[src/rtl/fb_scanout_pkg.sv]
// fb_pkg: framebuffer geometry constants, scanout FSM states and the {row,col} RAM address pack
package fb_pkg;
  localparam int FB_COLS = 64;
  localparam int FB_ROWS = 60;
  localparam int FB_AW = 12;
  localparam int PIX_W = 8;
  typedef enum logic [1:0] {IDLE, FETCH, DRAIN} fb_state_e;
  function automatic logic [FB_AW-1:0] fb_addr(input logic [5:0] row, input logic [5:0] col);
    return {row, col};
  endfunction
endpackage

[src/rtl/fb_scanout_if.sv]
// fb_scanout_if: framebuffer RAM read port (master: rd_en/rd_addr out, ram_q in one cycle after rd_en)
interface fb_scanout_if;
  import fb_pkg::*;
  logic rd_en;
  logic [FB_AW-1:0] rd_addr;
  logic [PIX_W-1:0] ram_q;
  modport master(output rd_en, rd_addr, input ram_q);
  modport slave(input rd_en, rd_addr, output ram_q);
endinterface

[src/rtl/fb_scanout_line_buffer_2x64.sv]
// line_buffer_2x64: two 64x8 banks, sync write (we/wbank/waddr/wdata), registered read (rbank/raddr -> q, zeroed by rclr or reset_n)
module line_buffer_2x64
  import fb_pkg::*;
(
  input  logic             clk,
  input  logic             reset_n,
  input  logic             we,
  input  logic             wbank,
  input  logic [5:0]       waddr,
  input  logic [PIX_W-1:0] wdata,
  input  logic             rbank,
  input  logic [5:0]       raddr,
  input  logic             rclr,
  output logic [PIX_W-1:0] q
);
  logic [PIX_W-1:0] mem [0:2*FB_COLS-1];
  always_ff @(posedge clk)
    if (we) mem[{wbank, waddr}] <= wdata;
  always_ff @(posedge clk or negedge reset_n)
    if (!reset_n) q <= '0;
    else q <= rclr ? '0 : mem[{rbank, raddr}];
endmodule

[src/rtl/fb_scanout.sv]
// fb_scanout: hblank-only framebuffer fetch into ping-pong line buffers, 4x scaled to rgb (ports: clk, reset_n, display_on, hpos, vpos, ram bus, rgb, fetch_active)
module fb_scanout
  import fb_pkg::*;
#(
  parameter logic [8:0] H_DISPLAY = 9'd256,
  parameter logic [8:0] V_DISPLAY = 9'd240,
  parameter logic [8:0] V_PRE = 9'd260
) (
  input  logic             clk,
  input  logic             reset_n,
  input  logic             display_on,
  input  logic [8:0]       hpos,
  input  logic [8:0]       vpos,
  fb_scanout_if.master     ram,
  output logic [PIX_W-1:0] rgb,
  output logic             fetch_active
);
  localparam logic [1:0] ST_IDLE = 2'(IDLE);
  localparam logic [1:0] ST_FETCH = 2'(FETCH);
  localparam logic [1:0] ST_DRAIN = 2'(DRAIN);
  logic [1:0] state;
  logic [5:0] row, next_row, t_row;
  logic [4:0] cnt, cnt_d;
  logic half, bank, cap_v, pre, act, due, t_half, t_bank;
  always_comb begin
    next_row = vpos[7:2] + 6'd1;
    pre = vpos == V_PRE || vpos == V_PRE + 9'd1;
    act = vpos < V_DISPLAY && vpos[1] && next_row != 6'(FB_ROWS);
    due = hpos == H_DISPLAY && (act || pre);
    t_row = pre ? 6'd0 : next_row;
    t_half = pre ? vpos != V_PRE : vpos[0];
    t_bank = pre ? 1'b0 : ~vpos[2];
  end
  always_ff @(posedge clk or negedge reset_n)
    if (!reset_n) begin
      state <= ST_IDLE;
      cnt <= '0;
      cnt_d <= '0;
      row <= '0;
      half <= 1'b0;
      bank <= 1'b0;
      cap_v <= 1'b0;
    end else begin
      cap_v <= ram.rd_en;
      cnt_d <= cnt;
      if (state == ST_IDLE && due) begin
        state <= ST_FETCH;
        row <= t_row;
        half <= t_half;
        bank <= t_bank;
        cnt <= '0;
      end else if (state == ST_FETCH) begin
        cnt <= cnt + 5'd1;
        if (cnt == 5'd31) state <= ST_DRAIN;
      end else if (state == ST_DRAIN) state <= ST_IDLE;
    end
  assign ram.rd_en = state == ST_FETCH;
  assign ram.rd_addr = ram.rd_en ? fb_addr(row, {half, cnt}) : '0;
  assign fetch_active = state != ST_IDLE;
  line_buffer_2x64 u_lb (
    .clk    (clk),
    .reset_n(reset_n),
    .we     (cap_v),
    .wbank  (bank),
    .waddr  ({half, cnt_d}),
    .wdata  (ram.ram_q),
    .rbank  (vpos[2]),
    .raddr  (hpos[7:2]),
    .rclr   (~display_on),
    .q      (rgb)
  );
endmodule

[src/flat_wrapper.sv]
// flat-port wrapper written by rule: the top's interface ports become plain ports
module fb_scanout_flat import fb_pkg::*;
#(
  parameter logic [8:0] H_DISPLAY = 9'd256,
  parameter logic [8:0] V_DISPLAY = 9'd240,
  parameter logic [8:0] V_PRE = 9'd260
)
  (clk, reset_n, display_on, hpos, vpos, rgb, fetch_active, ram_rd_en, ram_rd_addr, ram_ram_q);
  fb_scanout_if ram_i ();
  input  logic clk;
  input  logic reset_n;
  input  logic display_on;
  input  logic [8:0] hpos;
  input  logic [8:0] vpos;
  output logic [PIX_W-1:0] rgb;
  output logic fetch_active;
  output wire logic [$bits(ram_i.rd_en)-1:0] ram_rd_en;
  output wire logic [$bits(ram_i.rd_addr)-1:0] ram_rd_addr;
  input wire logic [$bits(ram_i.ram_q)-1:0] ram_ram_q;
  assign ram_rd_en = ram_i.rd_en;
  assign ram_rd_addr = ram_i.rd_addr;
  assign ram_i.ram_q = ram_ram_q;
  fb_scanout #(.H_DISPLAY(H_DISPLAY), .V_DISPLAY(V_DISPLAY), .V_PRE(V_PRE)) u_core (.clk(clk), .reset_n(reset_n), .display_on(display_on), .hpos(hpos), .vpos(vpos), .ram(ram_i), .rgb(rgb), .fetch_active(fetch_active));
endmodule
[config.mk]
export PLATFORM = sky130hd
export DESIGN_NAME = fb_scanout_flat
export DESIGN_NICKNAME = d
export VERILOG_FILES = /design/src/rtl/fb_scanout_pkg.sv /design/src/rtl/fb_scanout_if.sv /design/src/rtl/fb_scanout_line_buffer_2x64.sv /design/src/rtl/fb_scanout.sv /design/src/flat_wrapper.sv
export SDC_FILE = /design/constraint.sdc
export NUM_CORES = 1
export LEC_CHECK = 0
export ABC_AREA = 1
export BUFFER_PORTS_ARGS = -buffer_cell sky130_fd_sc_hd__clkbuf_2
export CORE_MARGIN = 2
export CORE_UTILIZATION = 30
export CTS_CLUSTER_SIZE = 10
export DETAILED_ROUTE_END_ITERATION = 10
export SLEW_MARGIN = 20
export SYNTH_ARGS = -nofsm -noshare
export SYNTH_HDL_FRONTEND = slang
export SYNTH_HIERARCHICAL = 1
export SYNTH_SLANG_ARGS = --single-unit
[constraint.sdc]
create_clock -name clk -period 3.9 [get_ports clk]
set_input_delay 0.39 -clock clk [delete_from_list [all_inputs] [get_ports clk]]
set_output_delay 0.39 -clock clk [all_outputs]
set_load 0.01 [all_outputs]
Word level (Yosys, flattened, before mapping)
Memory sizes are Yosys's and may differ from the RTL's.
Index checks and enable logic that the tools add are counted.
{"block": "totals", "in_bits": 29, "elab_cells": 46, "regBits": 29, "mem_bits_rw": 1024, "mem_count": 1, "out_inout_bits": 22}
{"memory": "u_core.u_lb.mem", "words": 128, "word_bits": 8, "rd": 1, "rd_ports_with_merged_regs": 0, "wr": 1, "line_no": "fb_scanout_line_buffer_2x64.sv:16", "rtl": "logic [PIX_W-1:0] mem [0:2*FB_COLS-1];"}
{"block": "op_classes", "bitwise_logic": 1, "mux": 13, "n_lt_le_gt_ge": 1, "n_addsub": 2, "n_eq_ne": 9, "n_reduce_logical": 11}
{"operator": "$eq A9 B9 Y1 const B", "n": 3}
{"operator": "$mux W12", "n": 1}
{"operator": "$mux W5", "n": 2}
{"operator": "$lt A9 B8 Y1 const B", "n": 1}
{"operator": "$ne A9 B9 Y1 const B", "n": 1}
{"operator": "$mux W2", "n": 4}
{"operator": "$mux W8", "n": 1}
{"operator": "$add A6 B1 Y6 const B", "n": 1}
{"operator": "$mux W6", "n": 1}
{"operator": "$ne A6 B6 Y1 const B", "n": 1}
{"operator": "$add A5 B1 Y5 const B", "n": 1}
{"operator": "$eq A5 B5 Y1 const B", "n": 1}
{"operator": "$logic_and A1 B1 Y1", "n": 4}
{"operator": "$mux W1", "n": 4}
{"operator": "$reduce_bool A2 Y1", "n": 2}
{"operator": "$ne A3 B3 Y1 const B", "n": 1}
{"operator": "$reduce_bool A3 Y1", "n": 1}
{"operator": "$eq A2 B1 Y1 const B", "n": 1}
{"operator": "$eq A2 B2 Y1 const B", "n": 1}
{"operator": "$logic_not A2 Y1", "n": 1}
{"operator": "$logic_or A1 B1 Y1", "n": 2}
{"operator": "$reduce_and A2 Y1", "n": 1}
{"operator": "$not A1 Y1", "n": 1}

Longest topological paths before layout
{"block": "logic_depth", "word_depth": 8, "ltp_mapped": 14, "depth_no_buf": 11}

By module
The synthesis kept the hierarchy.
{"mod": "line_buffer_2x64", "n_inst": 1, "seq_area_each_um2": 30949.7, "cells_each": 3576, "area_each_um2": 42256.8}
{"mod": "fb_scanout", "n_inst": 1, "seq_area_each_um2": 500.5, "cells_each": 146, "area_each_um2": 1182.4}

Worst setup path before layout
OpenSTA, ideal clock, no wires.
{"block": "synth_path", "path_kind": "register -> register", "start": "register u_core.cnt_d[1]", "end": "memory u_core.u_lb.mem[111][0] (enable)", "slack_ns": 2.133, "required_time_ns": 3.530, "path_buffers": 1, "stages_incl_launch_ff": 6, "setup_ns": 0.370, "synth_period_minus_slack_ns": 1.767, "arrival_ns": 1.397, "cell_sequence": "dfrtp_1 -> inv_1 -> nor3_1 -> nand2_1 -> clkbuf_1 -> nor2_1"}
{"element": "start, declared", "line_no": "fb_scanout.sv:23", "rtl": "logic [4:0] cnt, cnt_d;"}
{"element": "start signal, assigned", "line_no": "fb_scanout.sv:45", "rtl": "cnt_d <= cnt;"}
{"element": "end, declared", "line_no": "fb_scanout_line_buffer_2x64.sv:16"}
No word-level cell before the write port.

Worst setup path after layout
{"block": "layout_path", "start": "register u_core.state[1]", "end": "output ram_rd_addr[4]"}
{"block": "layout_via", "elab_chain_cells": 2}
{"element": "start, declared", "line_no": "fb_scanout.sv:21", "rtl": "logic [1:0] state;"}
{"element": "start signal, assigned", "line_no": "fb_scanout.sv:36", "rtl": "state <= ST_IDLE;"}
{"element": "start signal, assigned", "line_no": "fb_scanout.sv:47", "rtl": "state <= ST_FETCH;"}
{"element": "start signal, assigned", "line_no": "fb_scanout.sv:54", "rtl": "if (cnt == 5'd31) state <= ST_DRAIN;"}
{"element": "$eq A2 B1 Y1", "line_no": "fb_scanout.sv:57", "rtl": "assign ram.rd_en = state == ST_FETCH;"}
{"element": "$mux W12", "line_no": "fb_scanout.sv:58", "rtl": "assign ram.rd_addr = ram.rd_en ? fb_addr(row, {half, cnt}) : '0;"}
{"element": "end, declared", "line_no": "flat_wrapper.sv:18", "rtl": "output wire logic [$bits(ram_i.rd_addr)-1:0] ram_rd_addr;"}
Every way passes these cells.

==> out/qor.csv <==
metric;value;unit
status;finished clean;
wl_per_cell;20.1;um
grt_first_pass_wirelength;174;mm
cts-root-buf;clkbuf_16;
maxCapViolations;0;
synth_top_family_by_area;simple AND/OR/NAND/NOR gates;
path_class;register to primary output;
min_from;vpos[5];
place.gp.congestion;0.821;
final_core_util;34.2;%
end_kind;primary output;
r2r_cells;4;
finalInstanceArea;49100;um^2
yosysWarnings;6;
antenna_found_initial;1;
yosysSeqAreaShare;72.4;%
syn_inst;3722;
dp_cells;5558;
first_pass_iters;8;
routed_wl;115;mm
place_area;45800;um^2
hold_viol;0;
core_area;144000;um^2
cts_setup_buffers;0;
synth_area_per_cell;11.7;um^2
synthesis.nets;3755;
initialDrtViolationCount;2783;
internal-power;18.3;mW
grt_usage;15.3;%
tritoncts;yes;
dp_slack;1.04;ns
clk_pin_slew_worst_paths;0.06;ns
placementRows;139;
cp_cell_sequence;nor2_1 -> inv_2 -> nor2_1 -> clkbuf_2;
yosys_register_bits;1052;
finClkSkew;0.0365;ns
cp.required;3.51;ns
drive_gt1_share;8.31;%
dp_hpwl;65.4;mm
clock_sinks;1052;
die_h;385;um
cts_htree_levels;3;
hold_path_depth;3;
peakVddDrop;0.000392;V
power;23.6;mW
grt-ovfl-total;0;
grt_max_degree;147;
cp-start-kind;register;
areaGrowthSynthToFinish;13.0;%
clock_path_buffers;3;
worst_pin_slew;1.15;ns
power_frac_comb;6.1;%
synth-simple-area-share;23.4;%
viasPerCell;4.94;
swShare;22.5;%
rrSetupSlack;1.14;ns
pin_count;51;
finalSetupTns;0;ns
die_area;148000;um^2
synthMuxAreaShare;0;%
nets;3808;
p_leak;17.2;nW
synthXorXnorAreaFrac;0.0403;%
whs_endpoint;u_core/row[3];
clk_latency;0.70;ns
fillCellCount;14209;
p_sw;5.30;mW
drc;0;
clock_power_share;41.1;%
netlist_area;43400;um^2
worst_ep_arrival_time;2.48;ns
synth-adder-area-share;0.115;%
critPathMaxFanout;18;
crit_top_cell;nor2_1;
fin_cells;5745;
cts_made_buffers;116;
period_needed;2.87;ns
ant_nets;0;
die_w;385;um
layout_commonest_cell;nand2_1;
crit_slowest_cell;nor2_1;
max_freq;349;MHz
initial_utilization;30.2;%
synth_cell_types;32;
worstReg2RegEnd;u_core/u_lb/mem[22][7];
hold_slack;0.0874;ns
maxSlewViolCount;0;
grt_pass1_vias;27416;
critical-path-max-stage-delay;0.67;ns
rsz0062_at_grt;false;
hold_path.class;primary input to register;
synth_compound_area_share;0.184;%
power.density;480;nW/um^2
setup_viol;0;
sequentialPowerShare;52.9;%
port_buffers;50;
rr_startpoint;u_core/cnt_d[4];
fin_crit_sh;73.5;%
final_cell_mix;1222 x nand2_1, 1024 x edfxtp_1, 945 x nand3_1, 173 x nor2_1, 117 x clkbuf_16;
relSlewSlack;23.0;%
setup_slack;1.03;ns
vias;28388;
## timing repair
item,4_1_cts,5_1_grt
hold buffers,2,0
gates resized for setup,0,0
endpoints found under the setup margin,0,0
hold endpoints to repair,29,0
## worst max-delay path by stage
stage	from	cells past startpoint	end
finish	u_core/state[1]	4	ram_rd_addr[4]
global route	u_core/state[1]	4	ram_rd_addr[4]
CTS	u_core/state[1]	4	ram_rd_addr[4]
detailed placement	hpos[2]	13	u_core/u_lb/q[0]
global placement	hpos[2]	13	u_core/u_lb/q[0]
floorplan	u_core/cnt_d[1]	5	u_core/u_lb/mem[111][0]
## metal layers
metal	track usage, %	share of wire, %	vias up
met4	4.67	2.4	2
met2	24.2	47	1139
met3	3.58	9.0	159
li1	-	-	13117
met5	0	0.0069	-
met1	21.0	42	13971
## cell usage after synthesis (all sizes together)
cell type,instances,area [um^2]
o21bai,1,11.3
and2,2,12.5
ha,4,50.1
clkbuf,29,109
inv,52,203
nor3b,1,12.5
o21ai,7,42.5
edfxtp,1024,30700
nand2,1224,4600
nor3,8,40.0
buf,205,1350
nand3,952,4800
or2,2,12.5
dfrtp,28,701
a21oi,3,26.3
xor2,2,17.5
nor2,178,696
## cell type report
cell class	instances	area, um^2	area share [%]
Tap cell	1903	2380	4.85
Clock inverter	9	116	0.237
Sequential cell	1052	31500	64.1
Antenna cell	1	2.50	0.00510
Clock buffer	175	3150	6.41
Multi-Input combinational cell	2384	10300	21.0
Inverter	52	221	0.451
Timing Repair Buffer	169	1440	2.93
## state kept, by name, indices dropped and copies added, names as in the netlist
signal,cells
u_core/cap_v,1
u_core/cnt,5
u_core/cnt_d,5
u_core/half,1
u_core/row,6
u_core/state,2
u_core/u_lb/mem,1024
u_core/u_lb/q,8
## worst max-delay path: cells and delay by family (launching register included)
kind	cells	cell delay, ns
flops	1	0.40
buf+inv	2	0.51
simple gates	2	0.89
## cells by family (layout without fill, tap and decap cells)
| kind of cell | after synthesis | count (layout) |
|---|---|---|
| other | 0 | 1 |
| buffers and inverters | 286 | 405 |
| flip-flops | 1052 | 1052 |
| AO/OA/AOI/OAI | 11 | 11 |
| AND/OR/NAND/NOR | 2367 | 2367 |
| adder cells (fa/ha/maj) | 4 | 4 |
| XOR/XNOR | 2 | 2 |
## power by group through the flow
stage / combinational [mW] / clock, mW / sequential [mW]
after CTS: 1.43 / 9.87 / 12.5
after detailed placement: 1.42 / 0 / 12.7
after global routing: 1.57 / 10.3 / 12.5
after global placement: 1.41 / 0 / 12.7
after floorplan: 0.829 / 0 / 12.7
final: 1.43 / 9.68 / 12.5
Power figures use the tool's default switching activity.
